### src/rtl/regfile_write_arbiter.sv
// Owns the register file's single write port. It runs a clear sequence after reset or on request,
// then arbitrates round-robin between core writeback (A) and the debug/loader port (B).
module regfile_write_arbiter #(
  parameter int unsigned NUM_REGS           = 16,
  parameter logic [15:0] INIT_VALUE         = 16'h0000,
  parameter bit          ZERO_REG_HARDWIRED = 1'b1
) (
  input  logic        clk,
  input  logic        rst,
  input  logic        InitStart,
  input  logic        A_Valid,
  input  logic [3:0]  A_Reg,
  input  logic [15:0] A_Data,
  output logic        A_Ready,
  input  logic        B_Valid,
  input  logic [3:0]  B_Reg,
  input  logic [15:0] B_Data,
  output logic        B_Ready,
  output logic [3:0]  WriteRegister,
  output logic [15:0] WriteData,
  output logic        RegWrite,
  output logic        Busy
);

  typedef enum logic {
    ST_INIT = 1'b0,
    ST_RUN  = 1'b1
  } state_e;

  localparam logic [3:0] LAST_CNT = 4'(NUM_REGS - 1);

  state_e      state_q, state_d;
  logic [3:0]  cnt_q, cnt_d;
  logic        ptr_q, ptr_d;     // 0: A has priority on a tie, 1: B
  logic [3:0]  wreg_q, wreg_d;
  logic [15:0] wdata_q, wdata_d;
  logic        we_q, we_d;

  logic        run_open;
  logic        grant_a;
  logic        grant_b;
  logic [3:0]  sel_reg;
  logic [15:0] sel_data;
  logic        sel_dropped;

  always_comb begin
    run_open    = (state_q == ST_RUN) && !InitStart;
    grant_a     = run_open && A_Valid && (!B_Valid || !ptr_q);
    grant_b     = run_open && B_Valid && (!A_Valid ||  ptr_q);
    sel_reg     = grant_b ? B_Reg  : A_Reg;
    sel_data    = grant_b ? B_Data : A_Data;
    sel_dropped = ZERO_REG_HARDWIRED && (sel_reg == 4'd0);

    state_d = state_q;
    cnt_d   = cnt_q;
    ptr_d   = ptr_q;
    wreg_d  = wreg_q;
    wdata_d = wdata_q;
    we_d    = 1'b0;

    if (InitStart) begin
      state_d = ST_INIT;
      cnt_d   = 4'd0;
    end else if (state_q == ST_INIT) begin
      // Init writes bypass the register-0 drop rule so r0 is cleared as well.
      we_d    = 1'b1;
      wreg_d  = cnt_q;
      wdata_d = INIT_VALUE;
      if (cnt_q == LAST_CNT) begin
        state_d = ST_RUN;
        cnt_d   = 4'd0;
      end else begin
        cnt_d = cnt_q + 4'd1;
      end
    end else if (grant_a || grant_b) begin
      // A dropped write to r0 still counts as a grant for fairness.
      ptr_d = grant_a;
      if (!sel_dropped) begin
        we_d    = 1'b1;
        wreg_d  = sel_reg;
        wdata_d = sel_data;
      end
    end
  end

  always_ff @(posedge clk or posedge rst) begin
    if (rst) begin
      state_q <= ST_INIT;
      cnt_q   <= 4'd0;
      ptr_q   <= 1'b0;
      wreg_q  <= 4'd0;
      wdata_q <= 16'd0;
      we_q    <= 1'b0;
    end else begin
      state_q <= state_d;
      cnt_q   <= cnt_d;
      ptr_q   <= ptr_d;
      wreg_q  <= wreg_d;
      wdata_q <= wdata_d;
      we_q    <= we_d;
    end
  end

  assign A_Ready       = grant_a;
  assign B_Ready       = grant_b;
  assign WriteRegister = wreg_q;
  assign WriteData     = wdata_q;
  assign RegWrite      = we_q;
  assign Busy          = (state_q == ST_INIT);

endmodule

### config.mk
export PLATFORM = sky130hd
export DESIGN_NAME = regfile_write_arbiter
export DESIGN_NICKNAME = d
export VERILOG_FILES = /design/src/rtl/regfile_write_arbiter.sv
export SDC_FILE = /design/constraint.sdc
export NUM_CORES = 1
export LEC_CHECK = 0
export ABC_AREA = 1
export CAP_MARGIN = 20
export CORE_UTILIZATION = 45
export CTS_CLUSTER_SIZE = 10
export DETAILED_ROUTE_END_ITERATION = 10
export PLACE_DENSITY = 0.95
export SKIP_LAST_GASP = 1
export SYNTH_ARGS = -nofsm -noshare
export SYNTH_HDL_FRONTEND = slang
export SYNTH_SLANG_ARGS = --single-unit
### constraint.sdc
create_clock -name clk -period 2.4 [get_ports clk]
set_clock_uncertainty 0.05 [all_clocks]
set_input_delay 0.36 -clock clk [delete_from_list [all_inputs] [get_ports clk]]
set_output_delay 0.36 -clock clk [all_outputs]
set_load 0.01 [all_outputs]
# Word level (Yosys, flattened, before mapping)
# Index checks and enable logic that the tools add are counted.
[classes] eq_ne=4 add_sub_neg=1 reduce_logical=15 mux=18 bitwise=2
[ops] cell="16-bit two-way mux" n=4
[ops] cell="4-bit two-way mux" n=7
[ops] cell="1-bit two-way mux" n=7
[ops] cell="3-bit AND reduction" n=2
[ops] cell="1-bit logical AND" n=5
[ops] cell="4-bit by 1-bit adder with 4-bit output, second input constant" n=1
[ops] cell="4-bit == test, second input constant" n=1
[ops] cell="1-bit zero test" n=4
[ops] cell="4-bit zero test" n=1
[ops] cell="2-bit inequality test, second input constant" n=2
[ops] cell="1-bit logical OR" n=3
[ops] cell="2-bit by 1-bit inequality test with 1-bit output, second input constant" n=1
[ops] cell="1-bit inverter" n=2
[totals] ff_bits=27

# Depth between registers and ports, before layout
# Gate-level depths: netlist of the first run.
[depth] ltp_word=10 depth_mapped=14 mapped_depth_nobuf=11

# Worst setup path after synthesis of the first run
# Ideal clock, no wire load.
[synth_path] path_kind="register -> register" start="reg state_q" end="reg wreg_q[3] (netlist: WriteRegister[3])" n_path_buf=3 period_less_slack_ps=1631 path_slack_ps=769 arrival_time_ps=1464 path_stages_with_launch=15 cell_sequence="dfrtp_1 buf_4 inv_4 nor2_4 nand3_2 buf_6 nand2_1 nand2_1 nor2_1 nand2_1 nand2_4 nand2_4 buf_6 nand2_1 nand2_1"
[synth_via] elab_chain_cells=7 word_cells_on_any_way=14 cone_classes="eq/ne: 2; mux: 4; reduce/logical: 8"
[synth_rtl] element="start, declared" line_no="32" rtl="state_e state_q, state_d;"
[synth_rtl] element="start signal, assigned" line_no="95" rtl="state_q <= state_d;"
[synth_rtl] element="1-bit logical AND" line_no="47" rtl="run_open = (state_q == ST_RUN) && !InitStart;"
[synth_rtl] element="1-bit logical AND (2 in a row)" line_no="49" rtl="grant_b = run_open && B_Valid && (!A_Valid || ptr_q);"
[synth_rtl] element="4-bit two-way mux" line_no="50" rtl="sel_reg = grant_b ? B_Reg : A_Reg;"
[synth_rtl] element="4-bit zero test or 4-bit two-way mux (tied branches)" line_no="52, 78"
[synth_rtl] element="2-bit inequality test (no source line) or 4-bit two-way mux (tied branches)"
[synth_rtl] element="3-bit AND reduction (no source line) or 4-bit two-way mux (tied branches)"
[synth_rtl] element="end signal, assigned" line_no="98" rtl="wreg_q <= wreg_d;"
[synth_rtl] element="end, declared" line_no="35" rtl="logic [3:0] wreg_q, wreg_d;"
# Parallel ways exist; a longest one is shown, timed or not. The select of a mux whose other input is x is not followed.
# A chain may end at the register's enable or synchronous reset.

# Worst setup path in the final report of the first run
[layout_path] start="in InitStart" end="out A_Ready"
[layout_via] elab_chain_cells=4
[layout_rtl] element="start, declared" line_no="10" rtl="input logic InitStart,"
[layout_rtl] element="1-bit zero test" line_no="47"
[layout_rtl] element="1-bit logical AND" line_no="47"
[layout_rtl] element="1-bit logical AND (2 in a row)" line_no="48" rtl="grant_a = run_open && A_Valid && (!B_Valid || !ptr_q);"
[layout_rtl] element="end, declared" line_no="14" rtl="output logic A_Ready,"
# Every way passes these cells.

==> impl_metrics.tcl, run 1 <==
set metrics [dict create \
    worstSkewPairLatency_ns 0.33 \
    whs_ns 0.297 \
    gp_congestion 0.811 \
    viasPerCell 4.88 \
    layout-drive-gt1-share_pct 6.25 \
    antenna_found_initial 0 \
    fin_crit_ns 2.31 \
    slew_headroom_pct 71.7 \
    die_w_microns 61.4 \
    cts_setup_buffers 0 \
    nFillCells 305 \
    post-dp-hpwl_mm 3.06 \
    rsz0062_at_grt "false" \
    grt_overflow 0 \
    area_growth_pct 45.6 \
    via_count 1631 \
    grt_pass1_vias 1374 \
    max-clock-path-buffers 2 \
    netlist-cell-type-count 24 \
    cts.repair.resized 0 \
    final_cell_mix "nand2_1, clkdlybuf4s50_1, dfrtp_1, inv_1, nand3_1" \
    cts_made_buffers 3 \
    netlist_instances 223 \
    worst_ep_arrival_time_ns 1.90 \
    clock_sinks 27 \
    crit_type "primary input to output port" \
    initial_core_util_pct 47.2 \
    setup-tns-final_ns 0 \
    worst_pin_slew_ns 0.424 \
    r2r_end "WriteRegister[3]" \
    antenna_cells 0 \
    maxCapViolations 0 \
    clk_pin_slew_ns 0.16 \
    ys_ff_latch 27 \
    clock.fmax_mhz 433 \
    ant_nets 0 \
    outcome "complete, no violations" \
    grt_pass1_wl_mm 6.32 \
    final_common_cell "nand2_1" \
    hold_class "primary input to async pin" \
    reg2regPathDepth 12 \
    cp_max_fo 6 \
    placed_cell_area_sq_um 2280 \
    power_per_cell_area_nw_per_um2 357 \
    synth_area_sq_um 1590 \
    io_buffer_count 68 \
    cp-endpoint "A_Ready" \
    seqCellArea_sq_um 676 \
    syn_avg_cell_area_sq_um 7.11 \
    finalSetupViolCount 0 \
    drt-initial-drc-count 123 \
    rows 21 \
    wl_per_cell_microns 12.0 \
    p_leak_nw 1.29 \
    start_kind "primary input" \
    ir_drop_mv 0.218 \
    rrSetupSlack_ns 0.44 \
    fin_crit_sh_pct 96.3 \
    slew_viol_final 0 \
    worst_setup_path_end_kind "output port" \
    grt_usage_pct 22.6 \
    cts_root_buf "clkbuf_4" \
    cts_hold_buf 0 \
    synth_fp_nets 269 \
    io-pin-count 69 \
    die_h_microns 61.4 \
    worstPathRequired_ns 1.99 \
    reg2reg_from "ptr_q" \
    yosysWarnings 0 \
    totalWireLength_mm 4.01 \
    firstDrtPassIters 4 \
    grt_max_degree 28 \
    multi_input_area_sq_um 721 \
    cts_tree "done" \
    synth-seq-area-share_pct 42.6 \
    die-area_sq_um 3770 \
    cts-htree-levels 1 \
    stdcell_area_sq_um 2310 \
    crit_start "InitStart" \
    drc_errors 0 \
    finalNetCount 335 \
    finalHoldViolCount 0 \
    core_area_sq_um 3360 \
]
-- worst min path at each step --
stage,startpoint,endpoint,slack (ns),depth (start not counted)
floorplan,rst,RegWrite,0.36,1
global placement,WriteData[10],WriteData[10],0.44,2
detailed placement,WriteData[0],WriteData[0],0.44,2
CTS,rst,WriteData[15],0.32,3
global route,rst,WriteData[15],0.34,3
finish,rst,WriteData[15],0.30,3
-- cell families after synthesis --
logic type	after synthesis	synth area share (%)
AND/OR/NAND/NOR	132	36.0
buffers and inverters	39	12.0
flip-flops	27	42.6
AO/OA/AOI/OAI	23	8.04
XOR/XNOR	1	0.552
adder cells (fa/ha/maj)	1	0.789
-- per-layer routing --
layer | share of wire (%) | global-route usage [%]
met1 | 44 | 32.1
met4 | 1.1 | 6.35
met3 | 5.5 | 1.47
met2 | 49 | 37.7
met5 | 0 | 0
-- through the flow --
| step | util (%) | power [W] | std cells | setup slack (ns) |
|---|---|---|---|---|
| 2_1_floorplan | - | 0.000531 | 223 | 0.769 |
| 3_3_place_gp | 67.8 | 0.000625 | 330 | 0.128 |
| 3_5_place_dp | 67.8 | 0.000628 | 330 | 0.0384 |
| 4_1_cts | 68.7 | 0.000827 | 334 | 0.0846 |
| 5_1_grt | 68.7 | 0.000857 | 334 | 0.00193 |
| 6_report | 68.7 | 0.000825 | 334 | 0.0881 |
-- worst max-delay path: stages --
cell and delay [ns]:
clkdlybuf4s50_1 0.46, nor2_4 0.18, inv_1 0.10, a211oi_2 0.21, clkdlybuf4s50_1 0.58
-- sequential cells by signal (all words and copies together), names as in the netlist --
register / flops
RegWrite: 1
cnt_q: 4
WriteData: 16
state_q: 1
WriteRegister: 4
ptr_q: 1
-- power breakdown --
part	switching, W	internal (W)	total, W
clock	0.000142	0.0000637	0.000206
sequential	0.00000846	0.000467	0.000476
combinational	0.0000553	0.0000880	0.000143
-- synthesized netlist by cell type, drive strengths merged --
library cell,instances,share of area (%)
buf,6,4.0
nand3,23,7.6
nand4,4,1.6
o21ai,19,6.0
nor3b,1,0.47
a21oi,1,0.32
inv,26,6.3
a211oi,1,0.79
or2,1,0.39
nor3,1,0.32
nor2,6,1.9
ha,1,0.79
dfrtp,27,43
xor2,1,0.55
o22ai,1,0.39
o32ai,1,0.55
nand2,96,24
clkbuf,7,1.7
-- layout make-up --
type	instances	area share [%]
clock inverters	1	0.325
multi-input cells	157	31.2
well taps	46	2.49
repair buffers	74	31.4
inverters	26	4.33
clock buffers	3	0.975
flip-flops and latches	27	29.3
No activity file was read; power rests on OpenSTA's default activity.
==> run 2, diff against run 1 <==
Settings changed: CORE_MARGIN set to 1.5, CORE_UTILIZATION 45 to 38, PLACE_DENSITY 0.95 to 0.86, TNS_END_PERCENT set to 10.
Clock period 2.4 ns to 2 ns, I/O delays scaled along.
==> impl_metrics.tcl, run 2 (synthesis gave the netlist of run 1 again) <==
set metrics [dict create \
    grt_pass1_wl_mm 6.40 \
    finalSetupViolCount 0 \
    drt-initial-drc-count 65 \
    grt_overflow 0 \
    finalNetCount 347 \
    max-clock-path-buffers 2 \
    start_kind "primary input" \
    clock.fmax_mhz 524 \
    cts_tree "done" \
    power_frac_clock_pct 30.2 \
    clk_pin_slew_ns 0.10 \
    final_cell_mix "nand2_1, clkdlybuf4s50_1, dfrtp_1, inv_1, nand3_1" \
    nFillCells 376 \
    multi_input_area_sq_um 728 \
    setup-tns-final_ns 0 \
    gp_congestion 0.807 \
    firstDrtPassIters 4 \
    antenna_found_initial 0 \
    totalWireLength_mm 4.30 \
    wl_per_cell_microns 12.3 \
    cp_max_fo 6 \
    power_per_cell_area_nw_per_um2 447 \
    dp_slack_ns -0.190 \
    grt_pass1_vias 1480 \
    switching_power_w 0.000268 \
    worst_pin_slew_ns 0.366 \
    viasPerCell 4.72 \
    antenna_cells 0 \
    post-dp-hpwl_mm 3.21 \
    die_w_microns 67.6 \
    outcome "complete, no violations" \
    die_h_microns 67.6 \
    p_seq_share_pct 52.6 \
    worstPathRequired_ns 1.65 \
    ant_nets 0 \
    crit_start "InitStart" \
    slew_headroom_pct 75.6 \
    initial_core_util_pct 39.7 \
    worst_setup_path_end_kind "output port" \
    fin_crit_ns 1.91 \
    p_int_w 0.000818 \
    reg2reg_from "ptr_q" \
    hold_class "primary input to async pin" \
    io_buffer_count 68 \
    pwr-share-comb_pct 17.2 \
    sw_frac_of_total_pct 24.7 \
    drc_errors 0 \
    total_power_w 0.00109 \
    finalWorstSetupSlack_ns 0.0925 \
    cts-htree-levels 1 \
    crit_type "primary input to output port" \
    grt_max_degree 34 \
    layout-drive-gt1-share_pct 10.0 \
    ir_drop_mv 0.235 \
    rows 23 \
    rsz0062_at_grt "false" \
    core_area_sq_um 4000 \
    final_util_pct 60.8 \
    seqCellArea_sq_um 676 \
    clock_sinks 27 \
    die-area_sq_um 4570 \
    maxCapViolations 0 \
    fin_crit_sh_pct 95.4 \
    cts_made_buffers 3 \
    via_count 1651 \
    worstSkewPairLatency_ns 0.28 \
    largest_reg_flops 16 \
    p_leak_nw 1.38 \
    rrSetupSlack_ns 0.26 \
    finalHoldViolCount 0 \
    cts_root_buf "clkbuf_8" \
    io-pin-count 69 \
    worst_ep_arrival_time_ns 1.56 \
    slew_viol_final 0 \
    grt_usage_pct 18.4 \
    area_growth_pct 53.3 \
    final_common_cell "nand2_1" \
]
run 2: changes by cell type in the layout (fill, tap and decap cells not counted), sizes merged:
cell | before | now
clkdlybuf4s50 | 68 | 66
dlymetal6s2s | 0 | 1
buf | 6 | 18
dlygate4sd2 | 0 | 1
run 2: power groups by stage:
| stage | clock (W) | combinational (W) | sequential (W) |
|---|---|---|---|
| detailed placement | 0 | 0.000187 | 0.000582 |
| floorplan | 0 | 0.0000543 | 0.000583 |
| finish | 0.000328 | 0.000187 | 0.000571 |
| global placement | 0 | 0.000183 | 0.000581 |
| CTS | 0.000331 | 0.000189 | 0.000571 |
| global route | 0.000354 | 0.000204 | 0.000573 |
run 2: worst max-delay path, stage by stage:
cell             delay, ns
clkdlybuf4s50_1       0.47
nor2_4                0.19
inv_1                 0.11
a211oi_2              0.19
dlygate4sd2_1         0.30
run 2: repair_timing:
action / in CTS / in global routing
gates resized for setup: 1 / 2
pin swaps: 0 / 1
setup buffers: 0 / 2
hold buffers: 0 / 0
endpoints found under the setup margin: 2 / 1
run 2: metrics by stage:
step                instances  hold slack, ns  area (sq um)
floorplan                 223           0.303          1590
global placement          344           0.438          2360
detailed placement        344           0.444          2360
CTS                       348           0.345          2410
global route              350           0.380          2430
finish                    350           0.323          2430
run 2: metal layers:
layer / share of wire, % / vias up / track usage [%]
met3: 5.0 / 6 / 2.67
met4: 1.6 / 0 / 6.38
met5: 0 / - / 0
met2: 50 / 48 / 31.4
met1: 44 / 750 / 23.5
li1: - / 847 / -
run 2: area by class of cell:
cell class / count / area share [%]
multi-input cells: 157 / 29.9
inverters: 26 / 4.12
clock inverters: 1 / 0.309
repair buffers: 86 / 33.6
flip-flops and latches: 27 / 27.8
clock buffers: 3 / 1.70
well taps: 50 / 2.57
run 2: path summary, 6_finish.rpt:
check | to | depth (start not counted)
worst max-delay path | A_Ready | 5
worst min-delay path | WriteData[15] | 3
worst max register to register | WriteData[15] | 9
worst min register to register | WriteRegister[1] | 2
max in group asynchronous | WriteRegister[1] | 3
min in group clk | WriteRegister[1] | 2
==> run 3, diff against run 2 <==
Settings changed: CTS_CLUSTER_DIAMETER set to 50.
==> results of run 3 <==
Final layout, timing and power as in run 2 (identical DEF).
